$ cat config.mk
export PLATFORM = sky130hd
export DESIGN_NAME = hamming_secded_counter
export DESIGN_NICKNAME = d
export VERILOG_FILES = /design/src/rtl/hamming_pkg.sv /design/src/rtl/hamming_secded_dec.sv /design/src/rtl/hamming_secded_counter.sv
export SDC_FILE = /design/constraint.sdc
export NUM_CORES = 1
export LEC_CHECK = 0
export BUFFER_PORTS_ARGS = -buffer_cell sky130_fd_sc_hd__buf_2
export CAP_MARGIN = 40
export CORE_MARGIN = 5
export CORE_UTILIZATION = 26
export DETAILED_ROUTE_END_ITERATION = 7
export PLACE_DENSITY = 0.39
export REMOVE_ABC_BUFFERS = 1
export SETUP_SLACK_MARGIN = 0.4
export SYNTH_ARGS = -nofsm -noshare
export SYNTH_HDL_FRONTEND = slang
export SYNTH_SLANG_ARGS = --single-unit
$ cat constraint.sdc
create_clock -name clk -period 7.7 [get_ports clk]
set_input_delay 1.155 -clock clk [delete_from_list [all_inputs] [get_ports clk]]
set_output_delay 1.155 -clock clk [all_outputs]
set_load 0.03 [all_outputs]
$ cat src/rtl/hamming_pkg.sv
`default_nettype none
// ============================================================================
// Module      : hamming_pkg
// Description : Extended Hamming (SEC-DED) helpers and counter FSM state type.
// Revision    : 1.0 - initial release
// ============================================================================
package hamming_pkg;

    localparam int MAX_W = 64;
    localparam int MAX_P = 7;

    typedef enum logic [0:0] {
        RUN   = 1'b0,
        FAULT = 1'b1
    } state_t;

    // Smallest p with 2^p >= width + p + 1.
    function automatic int calc_p(input int width);
        int p;
        p = 0;
        for (int i = 1; i <= MAX_P; i++) begin
            if (p == 0 && (1 << i) >= width + i + 1) begin
                p = i;
            end
        end
        return p;
    endfunction

    // Codeword position of data bit idx; check bits sit on powers of two.
    function automatic int data_pos(input int idx);
        int cnt;
        int pos_r;
        cnt   = 0;
        pos_r = 0;
        for (int pos = 3; pos <= MAX_W + MAX_P; pos++) begin
            if ((pos & (pos - 1)) != 0) begin
                if (cnt == idx) begin
                    pos_r = pos;
                end
                cnt++;
            end
        end
        return pos_r;
    endfunction

    function automatic logic [MAX_P-1:0] hamming_bits(input logic [MAX_W-1:0] data,
                                                      input int width);
        logic [MAX_P-1:0] h;
        h = '0;
        for (int i = 0; i < MAX_W; i++) begin
            if (i < width && data[i]) begin
                h = h ^ MAX_P'(data_pos(i));
            end
        end
        return h;
    endfunction

    // Check bits: [p-1:0] Hamming, [p] overall parity. Data must be zero-extended.
    function automatic logic [MAX_P:0] encode(input logic [MAX_W-1:0] data,
                                              input int width, input int p);
        logic [MAX_P-1:0] h;
        logic [MAX_P:0]   c;
        h            = hamming_bits(data, width);
        c            = '0;
        c[MAX_P-1:0] = h;
        c[p]         = (^data) ^ (^h);
        return c;
    endfunction

    function automatic logic [MAX_P-1:0] syndrome(input logic [MAX_W-1:0] data,
                                                  input logic [MAX_P-1:0] check,
                                                  input int width);
        return hamming_bits(data, width) ^ check;
    endfunction

endpackage
`default_nettype wire

$ cat src/rtl/hamming_secded_dec.sv
`default_nettype none
// ============================================================================
// Module      : hamming_secded_dec
// Description : Combinational SEC-DED decoder: corrects single, flags double.
// Revision    : 1.0 - initial release
// ============================================================================
module hamming_secded_dec
    import hamming_pkg::*;
#(
    parameter int WIDTH = 16,
    parameter int P     = 5
) (
    input  logic [WIDTH-1:0] i_data,
    input  logic [P:0]       i_check,
    output logic [WIDTH-1:0] o_corrected,
    output logic             o_single,
    output logic             o_double
);

    localparam logic [P-1:0] c_max_pos = P'(WIDTH + P);

    logic [P-1:0] w_syn;
    logic         w_mis;

    assign w_syn = P'(syndrome(MAX_W'(i_data), MAX_P'(i_check[P-1:0]), WIDTH));
    assign w_mis = ^{i_data, i_check};

    // A syndrome beyond the last codeword position can only come from >1 flip.
    assign o_single = w_mis && (w_syn <= c_max_pos);
    assign o_double = (!w_mis && (w_syn != '0)) || (w_mis && (w_syn > c_max_pos));

    for (genvar i = 0; i < WIDTH; i++) begin : g_flip
        localparam logic [P-1:0] c_pos = P'(data_pos(i));
        assign o_corrected[i] = i_data[i] ^ (o_single && (w_syn == c_pos));
    end

endmodule
`default_nettype wire

$ cat src/rtl/hamming_secded_counter.sv
`default_nettype none
// ============================================================================
// Module      : hamming_secded_counter
// Description : Up/down counter with SEC-DED protected state and scrubbing.
// Revision    : 1.0 - initial release
// ============================================================================
module hamming_secded_counter
    import hamming_pkg::*;
#(
    parameter int WIDTH     = 16,
    parameter int ERR_CNT_W = 8
) (
    input  logic                 clk,
    input  logic                 reset,
    input  logic                 enable,
    input  logic                 up_down,
    input  logic                 load,
    input  logic [WIDTH-1:0]     load_value,
    output logic [WIDTH-1:0]     counter,
    output logic                 single_err,
    output logic                 double_err,
    output logic                 fault,
    output logic                 wrap,
    output logic [ERR_CNT_W-1:0] err_count
);

    localparam int P  = calc_p(WIDTH);
    localparam int PW = P + 1;
    localparam logic [PW-1:0] c_parity_zero = PW'(encode('0, WIDTH, P));

    logic [WIDTH-1:0]     count_reg;
    logic [P:0]           parity_stored;
    state_t               r_state;
    state_t               w_state_nxt;
    logic                 r_single;
    logic                 r_double;
    logic                 r_wrap;
    logic [ERR_CNT_W-1:0] r_err_count;

    logic [WIDTH-1:0]     w_corrected;
    logic                 w_single;
    logic                 w_double;
    logic [WIDTH-1:0]     w_count_nxt;
    logic [P:0]           w_parity_nxt;
    logic                 w_hold;
    logic                 w_wrap_nxt;
    logic                 w_report;

    hamming_secded_dec #(
        .WIDTH (WIDTH),
        .P     (P)
    ) u_dec (
        .i_data      (count_reg),
        .i_check     (parity_stored),
        .o_corrected (w_corrected),
        .o_single    (w_single),
        .o_double    (w_double)
    );

    always_comb begin
        w_state_nxt = r_state;
        w_count_nxt = count_reg;
        w_hold      = 1'b1;
        w_wrap_nxt  = 1'b0;
        if (load) begin
            w_count_nxt = load_value;
            w_hold      = 1'b0;
            w_state_nxt = RUN;
        end else if (r_state == FAULT) begin
            w_state_nxt = FAULT;
        end else if (w_double) begin
            w_state_nxt = FAULT;
        end else begin
            // Rewriting the corrected value every cycle scrubs latent upsets.
            w_hold      = 1'b0;
            w_count_nxt = w_corrected;
            if (enable) begin
                if (up_down) begin
                    w_count_nxt = w_corrected + WIDTH'(1);
                    w_wrap_nxt  = &w_corrected;
                end else begin
                    w_count_nxt = w_corrected - WIDTH'(1);
                    w_wrap_nxt  = ~|w_corrected;
                end
            end
        end
    end

    assign w_parity_nxt = w_hold ? parity_stored
                                 : PW'(encode(MAX_W'(w_count_nxt), WIDTH, P));

    // A frozen double-error word would re-flag every cycle; report it once.
    assign w_report = (r_state == RUN) || load;

    always_ff @(posedge clk or posedge reset) begin
        if (reset) begin
            r_state <= RUN;
        end else begin
            r_state <= w_state_nxt;
        end
    end

    always_ff @(posedge clk or posedge reset) begin
        if (reset) begin
            count_reg     <= '0;
            parity_stored <= c_parity_zero;
            r_single      <= 1'b0;
            r_double      <= 1'b0;
            r_wrap        <= 1'b0;
            r_err_count   <= '0;
        end else begin
            count_reg     <= w_count_nxt;
            parity_stored <= w_parity_nxt;
            r_single      <= w_report && w_single;
            r_double      <= w_report && w_double;
            r_wrap        <= w_wrap_nxt;
            if (w_report && w_single && !(&r_err_count)) begin
                r_err_count <= r_err_count + ERR_CNT_W'(1);
            end
        end
    end

    assign counter    = w_corrected;
    assign single_err = r_single;
    assign double_err = r_double;
    assign fault      = (r_state == FAULT);
    assign wrap       = r_wrap;
    assign err_count  = r_err_count;

endmodule
`default_nettype wire

==> key figures <==
Floorplan
  – Die area: 0.0161 mm²
  – Die Y: 127 µm
  – I/O pin cnt: 49
  – Die Wd: 127 µm
  – Rows: 42
  – Core Region: 0.0133 mm²
  – Initial Util: 26.7%

Synthesis
  – Sequential area share after synthesis: 24.0%
  – Top FF cell, synth: dfrtp_1
  – Yosys top cell area share: 24.0%
  – Mapped Area: 0.00355 mm²
  – Yosys warnings: 0
  – Register bit count reported by yosys: 34
  – Post-Synthesis Cells: 367
  – Avg Inst Size Synth: 9.67 µm²
  – Synth async-reset ratio: 100%
  – Commonest cells post-synth: xnor2_1, dfrtp_1, xor2_1, nand2_1
  – Post-synth cell types: 62
  – Most common cell in the synthesized netlist: xnor2_1
  – Synth area leaders: dfrtp_1, xnor2_1, xor2_1
  – Post-synth top area cell: dfrtp_1
  – EDFF count, synth: 0

Route
  – Vias per cell: 4.80
  – DRT iter0 DRCs: 159
  – Total number of vias: 2,841
  – Routed WL: 11,000 µm
  – Final ANT Viol Nets: 0
  – Detail-routed net length per standard cell: 18.6 µm
  – Residual DRC: 0
  – First-pass iteration count of the detailed router: 4

Timing
  – Final worst path period need: 6.30 ns
  – RSZ-0062 raised after global routing: false
  – Final setup vio count: 0
  – Max-slew violation count: 0
  – Setup TNS: 0 ns
  – Final hold violations: 0
  – Normalized max-slew margin: 43.4%
  – Fmax: 159 MHz
  – Worst-Margin Slew: 0.842 ns
  – Clock Skews: 0.00421 ns
  – Period utilization: 81.9%

Critical path
  – CP endpoint kind: register
  – Worst reg2reg endpoint: parity_stored[5]
  – Setup CP Type: register to register
  – Reg2Reg Depth: 22
  – Required time of the critical path: 7.86 ns
  – Crit-path max FO: 7
  – Worst EP arrival: 6.47 ns
  – Critical Path Source Type: register
  – R2R Setup Slk: 1.40 ns
  – RR Startpoint: count_reg[15]

Global route
  – Overflow left after global routing: 0
  – Largest net degree at the start of global routing: 35
  – Vias in the first global route: 2,993
  – First-pass GRT wire length: 17,300 µm
  – Initial antenna violation count: 0
  – Tot GR Track Use: 13.9%

Clock tree
  – Num CTS Buffers: 5
  – Worst skew pair latency: 0.28 ns
  – Clk slew on worst S/H paths: 0.05 ns
  – TritonCTS Sinks: 34
  – H-tree Lvls: 2
  – CTS tree: yes
  – Hold buffer count at CTS: 0
  – Post-CTS resize count: 0
  – CTS max path bufs: 2
  – Setup bufs post-CTS: 0
  – Clock root buffer: clkbuf_16

Min path
  – Worst min-delay path class: register to register
  – Cell depth of the worst hold path: 1
  – Worst Hold Endpoint: err_count[7]
  – Hold Path Origin: err_count[7]

Final layout
  – Final nets: 452
  – N_diodes: 0
  – Fillcell total: 1,398
  – Area delta synth->final: 16.2%
  – Max reg flops: 16
  – Share of cells above drive strength 1: 21.4%

Placement
  – Gpl congestion: 0.777
  – Post-DP HPWL: 8970 µm
  – Port Buf Inserts: 48

Run
  – Number of max-cap violations: 0

Outcome
  – Status: completed
[through the flow]
| stage | std cells | utilization [%] | instance area (µm²) | worst slack (ns) | hold slack [ns] |
|---|---|---|---|---|---|
| global route | 592 | 31.0 | 4120 | 0.876 | 0.512 |
| finish | 592 | 31.0 | 4120 | 1.40 | 0.492 |
| global placement | 584 | 29.9 | 3980 | 1.38 | 0.477 |
| floorplan | 358 | - | 3500 | 1.79 | 0.452 |
| CTS | 592 | 31.0 | 4120 | 1.33 | 0.493 |
| detailed placement | 584 | 29.9 | 3980 | 1.35 | 0.482 |
[critical path: stages (launching register included)]
cell and delay (ns):
dfrtp_1 0.50, xnor3_2 0.44, xnor3_1 0.40, xnor2_1 0.46, nand2_1 0.19, or4_1 0.46, xor2_1 0.19, inv_1 0.14
ha_1 0.34, nand2b_1 0.14, a21oi_1 0.12, o21ai_0 0.16, nand2_1 0.09, a221oi_1 0.38, xnor2_1 0.17, mux2i_1 0.14
o21ai_4 0.24, xor2_2 0.21, xor3_1 0.35, xnor2_1 0.18, xnor3_2 0.29, xnor3_1 0.33, mux2_2 0.26
[kinds of logic (layout without fill, tap and decap cells)]
| logic type | Yosys count | in the layout | synth area share, % |
|---|---|---|---|
| XOR/XNOR | 93 | 93 | 31.8 |
| multiplexers | 10 | 10 | 3.07 |
| AO/OA/AOI/OAI | 79 | 79 | 16.5 |
| adder cells (fa/ha/maj) | 16 | 16 | 5.85 |
| AND/OR/NAND/NOR | 103 | 103 | 14.9 |
| flip-flops | 34 | 34 | 24.0 |
| buffers and inverters | 32 | 81 | 3.88 |
[per-layer routing]
layer	track usage, %	share of wire [%]
met4	3.41	1.1
met1	17.9	44
met5	0	0
met3	1.30	3.8
met2	25.1	51
[cell usage in the layout, fill, tap and decap left out, types with 6 or more instances in the layout]
| cell type | instances |
|---|---|
| o21ai_1 | 7 |
| xnor2_1 | 43 |
| nand2_1 | 24 |
| nand3_1 | 7 |
| ha_1 | 15 |
| inv_1 | 22 |
| nand4_1 | 6 |
| dfrtp_1 | 34 |
| mux2_2 | 7 |
| o21a_1 | 7 |
| a22oi_1 | 6 |
| nor2_1 | 22 |
| buf_2 | 48 |
| a21oi_1 | 15 |
| nor3_1 | 11 |
| xor2_1 | 27 |
| nand2b_1 | 7 |
| o21ai_0 | 10 |
| xnor3_1 | 7 |
[worst max path at each step]
stage	cells after the start	slack [ns]	start	end
floorplan	19	1.79	count_reg[15]	parity_stored[5]
global placement	22	1.38	count_reg[15]	parity_stored[5]
detailed placement	22	1.35	count_reg[15]	parity_stored[5]
CTS	22	1.33	count_reg[15]	parity_stored[5]
global route	22	0.88	count_reg[15]	parity_stored[5]
finish	22	1.40	count_reg[15]	parity_stored[5]
[layout make-up]
| cell class | count | area [µm²] | area share, % |
|---|---|---|---|
| multi-input cells | 301 | 2560 | 62.2 |
| flip-flops and latches | 34 | 851 | 20.6 |
| repair buffers | 50 | 255 | 6.19 |
| well taps | 176 | 220 | 5.34 |
| clock buffers | 7 | 143 | 3.46 |
| inverters | 23 | 86.3 | 2.09 |
| clock inverters | 1 | 5.00 | 0.121 |
Power is left out: the tool's default activity adds up to more than one toggle a clock period on the data nets, which glitch-free logic cannot reach.
